[src/rtl/multi_clock_gen_pkg.sv]
// Shared constants and config FSM encoding for the programmable divider bank.
package multi_clock_gen_pkg;

    localparam int unsigned CH_IDX_W      = 3;
    localparam int unsigned CNT_W         = 32;
    localparam int unsigned DEFAULT_DIV_C = 1;

    typedef enum logic [0:0] {
        CFG_IDLE = 1'b0,
        CFG_PEND = 1'b1
    } cfg_state_e;

endpackage

[src/rtl/multi_clock_gen_if.sv]
// Divisor configuration port: valid/ready request carrying target channel and divisor.
interface multi_clock_gen_if #(
    parameter int unsigned DIV_W = 16
);
    import multi_clock_gen_pkg::*;

    logic                cfg_valid;
    logic                cfg_ready;
    logic [CH_IDX_W-1:0] cfg_ch;
    logic [DIV_W-1:0]    cfg_div;

    modport master (output cfg_valid, output cfg_ch, output cfg_div, input  cfg_ready);
    modport slave  (input  cfg_valid, input  cfg_ch, input  cfg_div, output cfg_ready);

endinterface

[src/rtl/multi_clock_gen_clk_div_ch.sv]
// One divided-clock channel: phase counter, toggle flop, divisor register and rise counter.
module clk_div_ch
    import multi_clock_gen_pkg::*;
#(
    parameter int unsigned DIV_W       = 16,
    parameter int unsigned DEFAULT_DIV = DEFAULT_DIV_C
) (
    input  logic             clk,
    input  logic             rst_n,
    input  logic             en,
    input  logic             sync,
    input  logic             load,
    input  logic [DIV_W-1:0] load_div,
    output logic             clk_out,
    output logic             rise_pulse,
    output logic [CNT_W-1:0] rise_cnt,
    output logic             terminal,
    output logic             active_c
);

    logic [DIV_W-1:0] div_q, div_d;
    logic [DIV_W-1:0] cnt_q, cnt_d;
    logic             clk_out_q, clk_out_d;
    logic             rise_q, rise_d;
    logic [CNT_W-1:0] rise_cnt_q, rise_cnt_d;

    assign active_c = en && (div_q != '0);
    assign terminal = active_c && (cnt_q == (div_q - DIV_W'(1)));

    // Sync beats everything; a load in a terminal cycle keeps that cycle's toggle.
    always_comb begin
        div_d     = load ? load_div : div_q;
        cnt_d     = cnt_q;
        clk_out_d = clk_out_q;
        if (sync || !active_c) begin
            cnt_d     = '0;
            clk_out_d = 1'b0;
        end else if (terminal) begin
            cnt_d     = '0;
            clk_out_d = ~clk_out_q;
        end else begin
            cnt_d = cnt_q + DIV_W'(1);
        end
        if (load) begin
            cnt_d = '0;
        end
        rise_d     = clk_out_d & ~clk_out_q;
        rise_cnt_d = rise_cnt_q + CNT_W'(rise_d);
    end

    always_ff @(posedge clk or negedge rst_n) begin
        if (!rst_n) begin
            div_q      <= DIV_W'(DEFAULT_DIV);
            cnt_q      <= '0;
            clk_out_q  <= 1'b0;
            rise_q     <= 1'b0;
            rise_cnt_q <= '0;
        end else begin
            div_q      <= div_d;
            cnt_q      <= cnt_d;
            clk_out_q  <= clk_out_d;
            rise_q     <= rise_d;
            rise_cnt_q <= rise_cnt_d;
        end
    end

    assign clk_out    = clk_out_q;
    assign rise_pulse = rise_q;
    assign rise_cnt   = rise_cnt_q;

endmodule

[src/rtl/multi_clock_gen.sv]
// Programmable divider bank: NUM_CH divided clocks with runtime glitch-free divisor updates.
module multi_clock_gen
    import multi_clock_gen_pkg::*;
#(
    parameter int unsigned NUM_CH      = 6,
    parameter int unsigned DIV_W       = 16,
    parameter int unsigned DEFAULT_DIV = DEFAULT_DIV_C
) (
    input  logic                    clk,
    input  logic                    rst_n,
    multi_clock_gen_if.slave        cfg,
    input  logic [NUM_CH-1:0]       ch_en,
    input  logic                    sync,
    output logic [NUM_CH-1:0]       clk_out,
    output logic [NUM_CH-1:0]       rise_pulse,
    output logic [NUM_CH*CNT_W-1:0] rise_cnt,
    output logic                    cfg_err
);

    cfg_state_e          state_q, state_d;
    logic                cfg_ready_q, cfg_ready_d;
    logic                cfg_err_q, cfg_err_d;
    logic [CH_IDX_W-1:0] sh_ch_q, sh_ch_d;
    logic [DIV_W-1:0]    sh_div_q, sh_div_d;

    logic                accept_c;
    logic                bad_ch_c;
    logic [NUM_CH-1:0]   load_c;
    logic [NUM_CH-1:0]   terminal;
    logic [NUM_CH-1:0]   active_c;

    // Pending divisor lands on a half-period boundary, an idle channel, or sync.
    always_comb begin
        accept_c = cfg.cfg_valid && cfg_ready_q;
        bad_ch_c = 32'(cfg.cfg_ch) >= NUM_CH;
        load_c   = '0;
        for (int unsigned i = 0; i < NUM_CH; i++) begin
            load_c[i] = (state_q == CFG_PEND) && (sh_ch_q == CH_IDX_W'(i))
                        && (sync || terminal[i] || !active_c[i]);
        end
    end

    always_comb begin
        state_d   = state_q;
        sh_ch_d   = sh_ch_q;
        sh_div_d  = sh_div_q;
        cfg_err_d = 1'b0;
        case (state_q)
            CFG_IDLE: begin
                if (accept_c) begin
                    if (bad_ch_c) begin
                        cfg_err_d = 1'b1;
                    end else begin
                        state_d  = CFG_PEND;
                        sh_ch_d  = cfg.cfg_ch;
                        sh_div_d = cfg.cfg_div;
                    end
                end
            end
            CFG_PEND: begin
                if (|load_c) begin
                    state_d = CFG_IDLE;
                end
            end
            default: state_d = CFG_IDLE;
        endcase
        cfg_ready_d = (state_d == CFG_IDLE);
    end

    always_ff @(posedge clk or negedge rst_n) begin
        if (!rst_n) begin
            state_q     <= CFG_IDLE;
            cfg_ready_q <= 1'b1;
            cfg_err_q   <= 1'b0;
            sh_ch_q     <= '0;
            sh_div_q    <= '0;
        end else begin
            state_q     <= state_d;
            cfg_ready_q <= cfg_ready_d;
            cfg_err_q   <= cfg_err_d;
            sh_ch_q     <= sh_ch_d;
            sh_div_q    <= sh_div_d;
        end
    end

    assign cfg.cfg_ready = cfg_ready_q;
    assign cfg_err       = cfg_err_q;

    for (genvar g = 0; g < NUM_CH; g++) begin : g_ch
        clk_div_ch #(
            .DIV_W      (DIV_W),
            .DEFAULT_DIV(DEFAULT_DIV)
        ) u_ch (
            .clk       (clk),
            .rst_n     (rst_n),
            .en        (ch_en[g]),
            .sync      (sync),
            .load      (load_c[g]),
            .load_div  (sh_div_q),
            .clk_out   (clk_out[g]),
            .rise_pulse(rise_pulse[g]),
            .rise_cnt  (rise_cnt[g*CNT_W +: CNT_W]),
            .terminal  (terminal[g]),
            .active_c  (active_c[g])
        );
    end

endmodule

[src/flat_wrapper.sv]
// flat-port wrapper written by rule: the top's interface ports become plain ports
module multi_clock_gen_flat import multi_clock_gen_pkg::*;
#(
    parameter int unsigned NUM_CH      = 6,
    parameter int unsigned DIV_W       = 16,
    parameter int unsigned DEFAULT_DIV = DEFAULT_DIV_C
)
  (clk, rst_n, ch_en, sync, clk_out, rise_pulse, rise_cnt, cfg_err, cfg_cfg_valid, cfg_cfg_ch, cfg_cfg_div, cfg_cfg_ready);
  multi_clock_gen_if #(.DIV_W(DIV_W)) cfg_i ();
  input  logic clk;
  input  logic rst_n;
  input  logic [NUM_CH-1:0] ch_en;
  input  logic sync;
  output logic [NUM_CH-1:0] clk_out;
  output logic [NUM_CH-1:0] rise_pulse;
  output logic [NUM_CH*CNT_W-1:0] rise_cnt;
  output logic cfg_err;
  input wire logic [$bits(cfg_i.cfg_valid)-1:0] cfg_cfg_valid;
  input wire logic [$bits(cfg_i.cfg_ch)-1:0] cfg_cfg_ch;
  input wire logic [$bits(cfg_i.cfg_div)-1:0] cfg_cfg_div;
  output wire logic [$bits(cfg_i.cfg_ready)-1:0] cfg_cfg_ready;
  assign cfg_i.cfg_valid = cfg_cfg_valid;
  assign cfg_i.cfg_ch = cfg_cfg_ch;
  assign cfg_i.cfg_div = cfg_cfg_div;
  assign cfg_cfg_ready = cfg_i.cfg_ready;
  multi_clock_gen #(.NUM_CH(NUM_CH), .DIV_W(DIV_W), .DEFAULT_DIV(DEFAULT_DIV)) u_core (.clk(clk), .rst_n(rst_n), .cfg(cfg_i), .ch_en(ch_en), .sync(sync), .clk_out(clk_out), .rise_pulse(rise_pulse), .rise_cnt(rise_cnt), .cfg_err(cfg_err));
endmodule
[config.mk]
export PLATFORM = sky130hd
export DESIGN_NAME = multi_clock_gen_flat
export DESIGN_NICKNAME = d
export VERILOG_FILES = /design/src/rtl/multi_clock_gen_pkg.sv /design/src/rtl/multi_clock_gen_if.sv /design/src/rtl/multi_clock_gen_clk_div_ch.sv /design/src/rtl/multi_clock_gen.sv /design/src/flat_wrapper.sv
export SDC_FILE = /design/constraint.sdc
export NUM_CORES = 1
export LEC_CHECK = 0
export BUFFER_PORTS_ARGS = -buffer_cell sky130_fd_sc_hd__buf_2
export CAP_MARGIN = 20
export CORE_ASPECT_RATIO = 0.6
export CORE_MARGIN = 5
export CORE_UTILIZATION = 50
export CTS_CLUSTER_DIAMETER = 60
export CTS_CLUSTER_SIZE = 14
export DETAILED_ROUTE_END_ITERATION = 8
export GPL_ROUTABILITY_DRIVEN = 0
export GPL_TIMING_DRIVEN = 0
export PLACE_DENSITY_LB_ADDON = 0.08
export SETUP_SLACK_MARGIN = 0.5
export SLEW_MARGIN = 20
export SYNTH_ARGS = -nofsm -noshare
export SYNTH_HDL_FRONTEND = slang
export SYNTH_SLANG_ARGS = --single-unit
[constraint.sdc]
create_clock -name clk -period 4.2 [get_ports clk]
set_input_delay 1.26 -clock clk [delete_from_list [all_inputs] [get_ports clk]]
set_output_delay 1.26 -clock clk [all_outputs]
set_load 0.01 [all_outputs]
* Yosys cells after proc, flatten, opt, wreduce, memory -nomap -nowiden *
Cells that the tools add are included.
Widths: inputs -> output; s select.

cells by class
  $lt $le $gt $ge = 1
  shifts and indexed selects = 0
  mux-type cells = 37
  reduce and logical (&&, ||, !) cells = 58
  add/sub/neg operators = 18
  equality and inequality tests = 11
  multipliers = 0
  bitwise logic cells = 15
  divide/modulo/power cells = 0

operators with widths
  cell                   count
  $mux 16                18
  $add 32x1->32          6
  $add 16x1->16 const B  6
  $eq 16x16->1           6
  $reduce_bool 16->1     6
  $sub 16x1->16 const B  6
  $logic_and 1x1->1      25
  $logic_or 1x1->1       18
  $mux 1                 18
  $not 1->1              9
  $and 1x1->1            6
  $eq 3x2->1 const B     2
  $eq 3x3->1 const B     2
  $logic_not 1->1        6
  $reduce_or 6->1        1
  $eq 3x1->1 const B     1
  $ge 3x3->1 const B     1
  $logic_not 3->1        1
  $reduce_and 3->1       1
  $pmux 1 s2             1

word-level totals
  bits in latches = 0
  register bits = 418
  bits of input ports = 29
  memories = 0
  bits in writable memories = 0
  ROM bits = 0

* Logic depth before layout (Yosys ltp) *
Gate-level depths: netlist (run 1).

  word-level depth = 10
  mapped depth = 19
  gate-level depth less buffers = 18

* Cells and area by module *
A second synthesis (run 1) with hierarchy kept.

unflattened totals
  cells, all modules = 2,120
  area, all modules = 22,251.3 µm²

by module, submodules not included
  module           sequential area each (µm²)  instances  area each (µm²)  cells each
  clk_div_ch       1,652.8                     6          3,549.7          341
  multi_clock_gen  551.8                       1          953.4            74

* Worst setup path before layout (run 1) *
No wires, ideal clock.

  kind = register to register
  start = register u_core.g_ch[4].u_ch.div_q[6]
  end = register u_core.g_ch[4].u_ch.rise_cnt_q[26]
  buffers on the path = 1
  data arrival time = 4.366 ns
  cell stages (with the launch flop) = 16
  path slack = -0.292 ns
  clock period less this slack = 4.492 ns
  library setup time = 0.125 ns
  required time = 4.075 ns
  cells stage by stage = dfrtp_1 > clkbuf_1 > or4_1 > o41ai_1 > nand4_1 > a21o_1 > or4_1 > a2111oi_0 > ha_1 > ha_1 > nand4_1 > or2_2 > nor3_1 > and4_1 > nand4_1 > xnor2_1

on the way
  cells in the longest elaborated chain, start to end = 7
  elaborated cells between the ends (all ways) = 11
  those cells by class = 2 x add/sub; 1 x eq/ne; 2 x mux; 1 x bitwise; 5 x reduce/logical

ends and longest elaborated chain
  item                                                  RTL line                                                            source
  start: declaration                                    multi_clock_gen_clk_div_ch.sv:21                                    logic [DIV_W-1:0] div_q, div_d;
  start signal: assignment                              multi_clock_gen_clk_div_ch.sv:53                                    div_q <= DIV_W'(DEFAULT_DIV);
  start signal: assignment                              multi_clock_gen_clk_div_ch.sv:59                                    div_q <= div_d;
  $sub 16x1->16 or $reduce_bool 16->1 (tied branches)   multi_clock_gen_clk_div_ch.sv:28, multi_clock_gen_clk_div_ch.sv:27
  $eq 16x16->1 or $logic_and 1x1->1 (tied branches)     multi_clock_gen_clk_div_ch.sv:28, multi_clock_gen_clk_div_ch.sv:27
  $logic_and 1x1->1 or $logic_not 1->1 (tied branches)  multi_clock_gen_clk_div_ch.sv:28, multi_clock_gen_clk_div_ch.sv:35
  $mux 1 or $logic_or 1x1->1 (tied branches)            multi_clock_gen_clk_div_ch.sv:38, multi_clock_gen_clk_div_ch.sv:35
  $mux 1 (*)                                            multi_clock_gen_clk_div_ch.sv:35                                    if (sync || !active_c) begin
  $and 1x1->1 (*)                                       multi_clock_gen_clk_div_ch.sv:47                                    rise_d = clk_out_d & ~clk_out_q;
  net u_core.g_ch[4].u_ch.rise_d                        multi_clock_gen_clk_div_ch.sv:24                                    logic rise_q, rise_d;
  $add 32x1->32 (*)                                     multi_clock_gen_clk_div_ch.sv:48                                    rise_cnt_d = rise_cnt_q + CNT_W'(rise_d);
  net u_core.g_ch[4].u_ch.rise_cnt_d[26]                multi_clock_gen_clk_div_ch.sv:25                                    logic [CNT_W-1:0] rise_cnt_q, rise_cnt_d;
  end signal: assignment                                multi_clock_gen_clk_div_ch.sv:63                                    rise_cnt_q <= rise_cnt_d;
  end: declaration                                      multi_clock_gen_clk_div_ch.sv:25

The timed path passes the listed nets; every way through them passes the cells marked *.
A chain may end at the register's enable or synchronous reset.

* Worst setup path in the final report (run 1) *
  start = register u_core.g_ch[5].u_ch.div_q[2]
  end = register u_core.g_ch[5].u_ch.rise_cnt_q[29]

on the way
  cells in the longest elaborated chain, start to end = 7
  elaborated cells between the ends (all ways) = 11
  those cells by class = 2 x add/sub; 1 x eq/ne; 2 x mux; 1 x bitwise; 5 x reduce/logical

ends and longest elaborated chain
  item                                                  RTL line
  start: declaration                                    multi_clock_gen_clk_div_ch.sv:21
  start signal: assignment                              multi_clock_gen_clk_div_ch.sv:53
  start signal: assignment                              multi_clock_gen_clk_div_ch.sv:59
  $sub 16x1->16 or $reduce_bool 16->1 (tied branches)   multi_clock_gen_clk_div_ch.sv:28, multi_clock_gen_clk_div_ch.sv:27
  $eq 16x16->1 or $logic_and 1x1->1 (tied branches)     multi_clock_gen_clk_div_ch.sv:28, multi_clock_gen_clk_div_ch.sv:27
  $logic_and 1x1->1 or $logic_not 1->1 (tied branches)  multi_clock_gen_clk_div_ch.sv:28, multi_clock_gen_clk_div_ch.sv:35
  $mux 1 or $logic_or 1x1->1 (tied branches)            multi_clock_gen_clk_div_ch.sv:38, multi_clock_gen_clk_div_ch.sv:35
  $mux 1 (*)                                            multi_clock_gen_clk_div_ch.sv:35
  $and 1x1->1 (*)                                       multi_clock_gen_clk_div_ch.sv:47
  net u_core.g_ch[5].u_ch.rise_d                        multi_clock_gen_clk_div_ch.sv:24
  $add 32x1->32 (*)                                     multi_clock_gen_clk_div_ch.sv:48
  net u_core.g_ch[5].u_ch.rise_cnt_d[29]                multi_clock_gen_clk_div_ch.sv:25
  end signal: assignment                                multi_clock_gen_clk_div_ch.sv:63
  end: declaration                                      multi_clock_gen_clk_div_ch.sv:25

Marks and branches as above.

==> run_results.csv, run 1 <==
group,metric,value,unit
timing,skew,0.01651,ns
worst_setup_path,cp-endpoint,"u_core.g_ch[5].u_ch.rise_cnt[29]$_DFF_PN0_",
run,cap_violations,0,
worst_setup_path,startpoint_type,"register",
timing,fin_crit,4.091,ns
floorplan,die_w,275.1,um
grt,grt.overflow.total,0,
yosys,yosysTopAreaCellShare,48.78,%
cts,cts_num_sinks,418,
grt,grt_pass1_wl,87450,um
timing,worstMarginPinSlew,0.6583,ns
worst_setup_path,timing.rr.start,"u_core.g_ch[5].u_ch.div_q[2]$_DFFE_PN0N_",
floorplan,placementRows,58,
cts,cts.reportedPaths.clkPinSlew,0.07,ns
yosys,avgSynthCellArea,10.75,um2
status,outcome,"complete, no violations",
yosys,synth-adder-area-share,1.780,%
worst_setup_path,end_kind,"register",
floorplan,pin_count,235,
drt,ant_nets,0,
final_layout,num_antenna_cells,0,
floorplan,start_util,50.44,%
worst_setup_path,startpoint,"u_core.g_ch[5].u_ch.div_q[2]$_DFFE_PN0N_",
timing,rsz0062_at_grt,"yes",
worst_setup_path,path_max_fanout,9,
final_layout,fillers,3317,
yosys,synth-simple-area-share,19.71,%
cts,root_buffer,"clkbuf_16",
yosys,synth_top_family_by_area,"simple AND/OR/NAND/NOR gates",
worst_setup_path,cp_cell_sequence,"or3_1 -> nor3_2 -> nand3_1 -> a221o_1 -> a2111oi_4 -> nand2_2 -> nor3_4 -> ha_4 -> and4_1 -> clkbuf_8 -> and3_4 -> nor2b_4 -> and3_4 -> and4_4 -> nand4_1 -> xnor2_1",
yosys,syn-cell-area,21080,um2
yosys,synth-xor-area-share,15.60,%
cts,cts_buffer_depth,3,
yosys,synthArstFlopShare,100.0,%
pwr,leakagePower,12.78,nW
timing,fin_crit_sh,97.41,%
worst_setup_path,r2r-end,"u_core.g_ch[5].u_ch.rise_cnt[29]$_DFF_PN0_",
drt,viasPerCell,5.463,
yosys,synth_top_cell_by_area,"dfrtp_1",
cts,cts_tree,"yes",
pwr,p_total,13.39,mW
floorplan,fp.dieH,169.1,um
cts,clk_latency,0.53,ns
yosys,ys_types,85,
final_layout,layout_commonest_cell,"dfrtp_1",
yosys,synth-edff-count,0,
worst_setup_path,slowest_delay,0.49,ns
timing,setup_viol,0,
worst_setup_path,rrSetupSlack,0.11,ns
final_layout,area_delta_synth_final,30.10,%
grt,grt_pass1_vias,16040,
timing,fin_tns_setup,0,ns
worst_setup_path,critPathRequiredTime,4.61,ns
timing,max_freq,244.4,MHz
drt,drc_errors,0,
yosys,yosysSeqAreaShare,49.66,%
floorplan,die_area,46510,um2
grt,grt_max_degree,98,
grt,antenna_found_initial,2,
timing,slew_headroom,56.06,%
timing,hold-worst-slack,0.4591,ns
final_layout,fin_cells,3011,
timing,slew_violations,0,
drt,drt_iter0_markers,1050,
hold_path,holdCritPathClass,"reg2reg",
drt,vias,16450,
yosys,synth_compound_gate_area_share,4.534,%
yosys,synthMuxAreaShare,6.504,%
yosys,syn-num-nets,2021,
drt,routed_wl,55780,um
placed_design,dp.cells,2770,
final_layout,final_cell_mix,"386 x dfrtp_1, 238 x buf_2, 216 x xnor2_1, 181 x nor2_1, 147 x buf_4",
pwr,worst_ir_drop_vdd,0.0002702,V
final_layout,drive_gt1_share,36.54,%
worst_setup_path,path_class,"reg2reg",
yosys,ys_ff_latch,418,
yosys,ys.warnings.count,0,
floorplan,coreArea,41800,um2
worst_setup_path,reg2reg_depth,16,
grt,grtUsageTotal,23.00,%
yosys,synth_cells,1962,
pwr,power_density,488.2,nW/um2
final_layout,nets,2485,
cts,htree_levels,2,
timing,hold_violations,0,
worst_setup_path,cp.arrival,4.51,ns
cts,numCtsBuffers,37,
worst_setup_path,cpMostUsedCell,"and3_4",
yosys,synth.area.top_cells,"dfrtp_1 49%, xnor2_1 9.9%, xor2_1 5.6%",
placed_design,io_buffers,234,
drt,drtPass1Iterations,5,
placed_design,dp_hpwl,36950,um
yosys,synthFlopType,"dfrtp_1",
worst_setup_path,critPathSlowestCell,"dfrtp_1",
drt,wl_per_cell,18.52,um
-- what timing repair did --
action / 4_1_cts / 5_1_grt
buffers inserted: 127 / 60
setup endpoints to repair: 156 / 164
hold buffers: 0 / 0
pin swaps: 118 / 100
hold endpoints to repair: 0 / 0
resized for setup: 201 / 158
-- state kept, by name, indices dropped and copies added (netlist names) --
| name | count |
|---|---|
| u_core.cfg_err | 1 |
| u_core.state_q | 1 |
| u_core.g_ch.u_ch.clk_out | 6 |
| u_core.cfg.cfg_ready | 1 |
| u_core.g_ch.u_ch.rise_pulse | 6 |
| u_core.g_ch.u_ch.rise_cnt | 192 |
| u_core.sh_div_q | 16 |
| u_core.g_ch.u_ch.cnt_q | 96 |
| u_core.g_ch.u_ch.div_q | 96 |
| u_core.sh_ch_q | 3 |
-- routing by layer --
| metal | global-route usage [%] | wire length [um] | up-vias |
|---|---|---|---|
| li1 | - | - | 7779 |
| met1 | 35.49 | 26830 | 8191 |
| met2 | 34.26 | 24630 | 402 |
| met3 | 4.123 | 3343 | 76 |
| met4 | 4.579 | 964 | 0 |
| met5 | 0 | 0 | - |
-- Yosys cell counts, types with 26 or more instances --
library cell,count
dfrtp_1,411
ha_1,30
and3_1,60
nand2_1,130
inv_1,40
nor2_1,206
nor3_1,43
nand3_1,148
mux2_2,96
xor2_1,135
clkbuf_1,26
nand4_1,46
xnor2_1,238
-- final cells by class --
type                            instances  area (um2)  area share (%)
Clock inverter                          5       37.54          0.1369
Clock buffer                           49       980.9           3.576
Timing Repair Buffer                  425        2922           10.65
Buffer                                 55       387.9           1.414
Sequential cell                       418       10500           38.28
Multi-Input combinational cell       1449       11730           42.77
Inverter                               40       155.1          0.5657
Tap cell                              570       713.2           2.600
-- cell families after synthesis --
group,Yosys count
simple gates,798
flops,418
xor+xnor,374
compound gates,131
mux,116
buf+inv,95
fa+ha+maj,30
-- report_power, final --
| part | total [mW] | internal, mW | switching [mW] |
|---|---|---|---|
| clock | 3.13 | 1.64 | 1.50 |
| sequential | 5.77 | 4.63 | 1.14 |
| combinational | 4.48 | 2.34 | 2.14 |
-- through the flow --
step / setup slack (ns) / instance area (um2) / utilization (%)
floorplan: 0.3764 / 21390 / -
global placement: -7.228 / 23270 / 55.68
detailed placement: -0.5384 / 23390 / 55.97
CTS: 0.02799 / 26280 / 62.88
global route: -0.09395 / 27430 / 65.62
finish: 0.1090 / 27430 / 65.62
-- how the worst min path moves through the flow --
stage | endpoint | start | slack, ns | cells past startpoint
2_1_floorplan | u_core.g_ch[2].u_ch.rise_pulse$_DFF_PN0_ | u_core.g_ch[2].u_ch.clk_out$_DFF_PN0_ | 0.47 | 1
3_3_place_gp | u_core.g_ch[4].u_ch.rise_cnt[31]$_DFF_PN0_ | u_core.g_ch[4].u_ch.rise_cnt[31]$_DFF_PN0_ | 0.45 | 1
3_5_place_dp | u_core.g_ch[0].u_ch.rise_cnt[31]$_DFF_PN0_ | u_core.g_ch[0].u_ch.rise_cnt[31]$_DFF_PN0_ | 0.46 | 1
4_1_cts | u_core.g_ch[4].u_ch.rise_cnt[31]$_DFF_PN0_ | u_core.g_ch[4].u_ch.rise_cnt[31]$_DFF_PN0_ | 0.47 | 1
5_1_grt | u_core.g_ch[2].u_ch.rise_cnt[31]$_DFF_PN0_ | u_core.g_ch[2].u_ch.rise_cnt[31]$_DFF_PN0_ | 0.48 | 1
6_report | u_core.g_ch[2].u_ch.rise_cnt[31]$_DFF_PN0_ | u_core.g_ch[2].u_ch.rise_cnt[31]$_DFF_PN0_ | 0.46 | 1
-- critical path, delay by kind of cell (launching register included) --
family          cells  cell delay, ns
flops               1            0.49
simple gates       11            2.27
buf+inv             1            0.12
fa+ha+maj           1            0.17
compound gates      2            0.74
xor+xnor            1            0.16
Note: power is estimated with default switching activity, not from simulation.
==> run 2, diff against run 1 <==
- SKIP_CTS_REPAIR_TIMING: unset -> 1
- clock period: 4.2 -> 5.2 ns (I/O delays scaled with it)
==> run_results.csv, run 2 (synthesis results as in run 1) <==
group,metric,value,unit
placed_design,dp_hpwl,36990,um
worst_setup_path,slowest_delay,0.62,ns
final_layout,layout_commonest_cell,"dfrtp_1",
final_layout,num_antenna_cells,0,
hold_path,holdPathEnd,"u_core.g_ch[2].u_ch.rise_cnt[31]$_DFF_PN0_",
floorplan,die_area,46510,um2
placed_design,io_buffers,234,
floorplan,coreArea,41800,um2
timing,rsz0062_at_grt,"no",
cts,cts.reportedPaths.clkPinSlew,0.06,ns
cts,numCtsBuffers,37,
cts,htree_levels,2,
pwr,leakagePower,11.41,nW
drt,drc_errors,0,
worst_setup_path,startpoint_type,"register",
worst_setup_path,timing.rr.start,"u_core.g_ch[4].u_ch.div_q[6]$_DFFE_PN0N_",
floorplan,fp.dieH,169.1,um
worst_setup_path,end_kind,"register",
floorplan,start_util,50.44,%
hold_path,holdCritPathClass,"reg2reg",
worst_setup_path,cp.arrival,4.97,ns
timing,fin_tns_setup,0,ns
worst_setup_path,r2r-end,"u_core.g_ch[4].u_ch.rise_cnt[30]$_DFF_PN0_",
cts,root_buffer,"clkbuf_16",
timing,setup_viol,0,
final_layout,largest_register_ff_count,192,
timing,hold_violations,0,
timing,fin_crit_sh,87.61,%
grt,grt.overflow.total,0,
timing,hold-worst-slack,0.4653,ns
timing,worstMarginPinSlew,0.8793,ns
worst_setup_path,crit_family,"simple AND/OR/NAND/NOR gates",
cts,cts_num_sinks,418,
final_layout,nets,2312,
drt,drt_iter0_markers,1244,
hold_path,min_from,"u_core.g_ch[2].u_ch.rise_cnt[31]$_DFF_PN0_",
run,cap_violations,0,
final_layout,drive_gt1_share,23.27,%
drt,routed_wl,51340,um
worst_setup_path,path_max_fanout,8,
status,outcome,"complete, no violations",
pwr,p_total,10.24,mW
drt,ant_nets,0,
drt,wl_per_cell,18.08,um
worst_setup_path,reg2reg_depth,15,
timing,fin_crit,4.556,ns
cts,cts_buffer_depth,3,
worst_setup_path,path_class,"reg2reg",
worst_setup_path,cp.buffers_inverters,1,
drt,drtPass1Iterations,5,
timing,slew_violations,0,
floorplan,placementRows,58,
worst_setup_path,critPathSlowestCell,"or4_1",
worst_setup_path,critPathRequiredTime,5.61,ns
grt,grtUsageTotal,21.56,%
cts,cts_tree,"yes",
hold_path,holdPathStages,1,
final_layout,final_cell_mix,"408 x dfrtp_1, 239 x buf_2, 238 x xnor2_1, 202 x nor2_1, 145 x nand3_1",
grt,grt_pass1_wl,82250,um
worst_setup_path,cpMostUsedCell,"nand4_1",
worst_setup_path,rrSetupSlack,0.64,ns
drt,viasPerCell,5.507,
grt,grt_max_degree,99,
worst_setup_path,cp_cell_sequence,"clkbuf_2 -> or4_1 -> o41ai_4 -> nand4_1 -> a21o_1 -> or4_1 -> a2111oi_4 -> ha_2 -> ha_2 -> nand4_1 -> or2_4 -> nor3_4 -> and4_2 -> nand4_1 -> xnor2_1",
timing,skew,0.01698,ns
floorplan,die_w,275.1,um
grt,antenna_found_initial,0,
floorplan,pin_count,235,
cts,clk_latency,0.54,ns
placed_design,dp.cells,2771,
pwr,worst_ir_drop_vdd,0.0002622,V
pwr,power_density,413.4,nW/um2
grt,grt_pass1_vias,14740,
timing,max_freq,219.5,MHz
final_layout,fillers,3564,
final_layout,fin_cells,2839,
final_layout,area_delta_synth_final,17.47,%
drt,vias,15630,
timing,slew_headroom,40.84,%
==> run 2: worst max-delay path by stage <==
stage	start	end	slack, ns	depth (start not counted)
6_report	u_core.g_ch[4].u_ch.div_q[6]$_DFFE_PN0N_	u_core.g_ch[4].u_ch.rise_cnt[30]$_DFF_PN0_	0.64	15
3_5_place_dp	sync	u_core.g_ch[2].u_ch.rise_cnt[30]$_DFF_PN0_	-0.36	12
5_1_grt	u_core.g_ch[5].u_ch.div_q[1]$_DFFE_PN0N_	u_core.g_ch[5].u_ch.rise_cnt[28]$_DFF_PN0_	0.47	19
2_1_floorplan	u_core.g_ch[4].u_ch.div_q[6]$_DFFE_PN0N_	u_core.g_ch[4].u_ch.rise_cnt[26]$_DFF_PN0_	0.71	15
4_1_cts	u_core.g_ch[2].u_ch.div_q[8]$_DFFE_PN0N_	u_core.g_ch[2].u_ch.rise_cnt[28]$_DFF_PN0_	-0.19	16
3_3_place_gp	rst_n	u_core.g_ch[2].u_ch.rise_cnt[31]$_DFF_PN0_	-5.76	1
==> run 2: layout make-up <==
class                      instances  area [um2]  share of cell area (%)
inverter                          40       150.1                  0.6062
buffer                            55       321.6                   1.298
multi-input combinational       1450       10540                   42.55
clock inverter                     6       115.1                  0.4648
clock buffer                      49        1033                   4.173
sequential                       418       10470                   42.29
tap                              570       713.2                   2.880
timing repair buffer             251        1421                   5.739
==> run 2: through the flow <==
stage                     utilization, %  setup slack (ns)  cell area [um2]
after floorplan                        -            0.7082            21080
after global placement             54.94            -5.758            22970
after detailed placement           55.30           -0.3619            23110
after CTS                          58.05           -0.1880            24260
after global routing               59.25            0.4716            24770
final                              59.25            0.6442            24770
==> run 2: report_power, final <==
group          internal [mW]  switching, mW  total (mW)
registers               3.72          0.949        4.67
clock network           1.54           1.21        2.75
logic                   1.42           1.39        2.81
total                   6.69           3.55        10.2
==> run 2: layer usage <==
layer | part of all wire [%] | up-vias | routed length (um) | GRT usage [%]
met5 | 0 | - | 0 | 0
met4 | 1.3 | 0 | 686 | 3.772
met3 | 5.6 | 52 | 2879 | 3.400
met2 | 42 | 421 | 21550 | 30.95
met1 | 51 | 7705 | 26220 | 34.78
li1 | - | 7455 | - | -
==> run 3, diff against run 2 <==
- CELL_PAD_IN_SITES_DETAIL_PLACEMENT: unset -> 1
- CELL_PAD_IN_SITES_GLOBAL_PLACEMENT: unset -> 2
- CORE_UTILIZATION: 50 -> 42
- TNS_END_PERCENT: unset -> 5
==> run_results.csv, run 3 (synthesis results as in run 1) <==
group,metric,value,unit
status,outcome,"complete, no violations",
final_layout,stdcell_area,24900,um2
placed_design,dp.cells,2850,
timing,slew_violations,0,
timing,worstMarginPinSlew,0.9504,ns
floorplan,start_util,42.59,%
worst_setup_path,critPathRequiredTime,5.62,ns
drt,viasPerCell,5.414,
drt,drtPass1Iterations,5,
drt,ant_nets,0,
grt,grt_pass1_wl,94250,um
worst_setup_path,slowest_delay,0.63,ns
pwr,cellInternalPower,6.675,mW
final_layout,layout_commonest_cell,"dfrtp_1",
drt,drt_iter0_markers,760,
pwr,power.share.sequential,45.3,%
grt,grtUsageTotal,21.13,%
placed_design,pre_cts_slack,-0.5140,ns
drt,met2WireLength,26310,um
cts,root_buffer,"clkbuf_16",
cts,cts_num_sinks,418,
final_layout,drive_gt1_share,23.65,%
pwr,comb_power_share,28.2,%
pwr,worst_ir_drop_vdd,0.0002338,V
cts,cts_buffer_depth,3,
timing,fin_crit_sh,88.34,%
drt,wl_per_cell,20.20,um
final_layout,largest_register_ff_count,192,
cts,cts.reportedPaths.clkPinSlew,0.07,ns
cts,clk_latency,0.55,ns
drt,vias,15840,
worst_setup_path,end_kind,"register",
cts,htree_levels,2,
run,cap_violations,0,
floorplan,pin_count,235,
timing,max_freq,217.7,MHz
pwr,p_sw_share,36.10,%
worst_setup_path,path_class,"reg2reg",
pwr,p_total,10.45,mW
drt,drc_errors,0,
hold_path,holdCritPathClass,"reg2reg",
worst_setup_path,rrSetupSlack,0.61,ns
pwr,clkPwrFrac,26.5,%
placed_design,place_area,23190,um2
drt,highest_layer,"met4",
cts,cts_tree,"yes",
worst_setup_path,cp.buffers_inverters,1,
pwr,power_density,419.5,nW/um2
hold_path,holdPathStages,1,
grt,grt.overflow.total,0,
drt,wl_met3,2409,um
floorplan,placementRows,63,
timing,skew,0.01400,ns
drt,wl_met1,29680,um
final_layout,fillers,5438,
timing,slew_headroom,36.06,%
final_layout,area_delta_synth_final,18.12,%
final_layout,final_util,50.31,%
timing,setup_ws,0.6064,ns
timing,hold_violations,0,
worst_setup_path,crit_cells,15,
drt,routed_wl,59080,um
floorplan,fp.dieH,183.5,um
timing,setup_viol,0,
final_layout,final_cell_mix,"408 x dfrtp_1, 239 x buf_2, 238 x xnor2_1, 201 x nor2_1, 145 x nand3_1",
floorplan,die_area,54920,um2
cts,numCtsBuffers,38,
final_layout,nets,2314,
floorplan,coreArea,49500,um2
timing,rsz0062_at_grt,"yes",
worst_setup_path,critPathSlowestCell,"dfstp_2",
worst_setup_path,crit_family,"simple AND/OR/NAND/NOR gates",
worst_setup_path,cp.arrival,5.01,ns
final_layout,fin_cells,2925,
timing,fin_crit,4.594,ns
grt,grt_max_degree,99,
final_layout,num_antenna_cells,0,
grt,antenna_found_initial,1,
worst_setup_path,cp_cell_sequence,"inv_1 -> ha_1 -> xnor2_1 -> a211o_1 -> nor4_1 -> or4b_1 -> or3_1 -> nor3_2 -> ha_2 -> ha_1 -> nand2_1 -> or3_1 -> nor3_2 -> nand2_1 -> xnor2_1",
worst_setup_path,reg2reg_depth,15,
placed_design,io_buffers,234,
pwr,leakagePower,11.41,nW
worst_setup_path,path_max_fanout,7,
placed_design,dp_hpwl,43350,um
grt,grt_pass1_vias,16380,
worst_setup_path,startpoint_type,"register",
floorplan,die_w,299.2,um
pwr,p_sw,3.771,mW
-- run 3: worst paths after layout --
path,end,from
setup / recovery,u_core.g_ch[0].u_ch.rise_cnt[26]$_DFF_PN0_,u_core.g_ch[0].u_ch.div_q[0]$_DFFE_PN1N_
hold / removal,u_core.g_ch[4].u_ch.rise_cnt[31]$_DFF_PN0_,u_core.g_ch[4].u_ch.rise_cnt[31]$_DFF_PN0_
setup reg to reg,u_core.g_ch[0].u_ch.rise_cnt[26]$_DFF_PN0_,u_core.g_ch[0].u_ch.div_q[0]$_DFFE_PN1N_
hold reg to reg,u_core.g_ch[4].u_ch.rise_cnt[31]$_DFF_PN0_,u_core.g_ch[4].u_ch.rise_cnt[31]$_DFF_PN0_
max in group asynchronous,u_core.g_ch[2].u_ch.rise_cnt[29]$_DFF_PN0_,rst_n
min in group asynchronous,u_core.g_ch[2].u_ch.cnt_q[11]$_DFF_PN0_,rst_n
-- run 3: routing by layer --
metal	track usage, %	vias to the layer above
met4	2.929	0
met5	0	-
met3	3.187	56
li1	-	7416
met1	32.22	8124
met2	32.86	241
-- run 3: power by group through the flow --
stage | sequential, mW | combinational, mW | clock, mW
after floorplan | 4.27 | 2.12 | 0
after global placement | 4.71 | 2.60 | 0
after detailed placement | 4.73 | 2.72 | 0
after CTS | 4.67 | 2.75 | 2.87
after global routing | 4.80 | 3.24 | 3.01
final | 4.73 | 2.94 | 2.77
-- run 3: cell type report --
class | instances | area, um2 | area share, %
inverter | 40 | 150.1 | 0.6029
clock buffer | 52 | 1077 | 4.326
clock inverter | 8 | 81.33 | 0.3266
timing repair buffer | 253 | 1404 | 5.637
multi-input combinational | 1449 | 10580 | 42.50
tap | 650 | 813.3 | 3.266
buffer | 55 | 321.6 | 1.291
sequential | 418 | 10470 | 42.05
-- run 3: metrics by stage --
step	setup TNS (ns)	hold WS (ns)
after floorplan	0	0.4697
after global placement	-2491.31	0.4520
after detailed placement	-6.779	0.4631
after CTS	-6.422	0.4723
after global routing	0	0.4940
final	0	0.4616
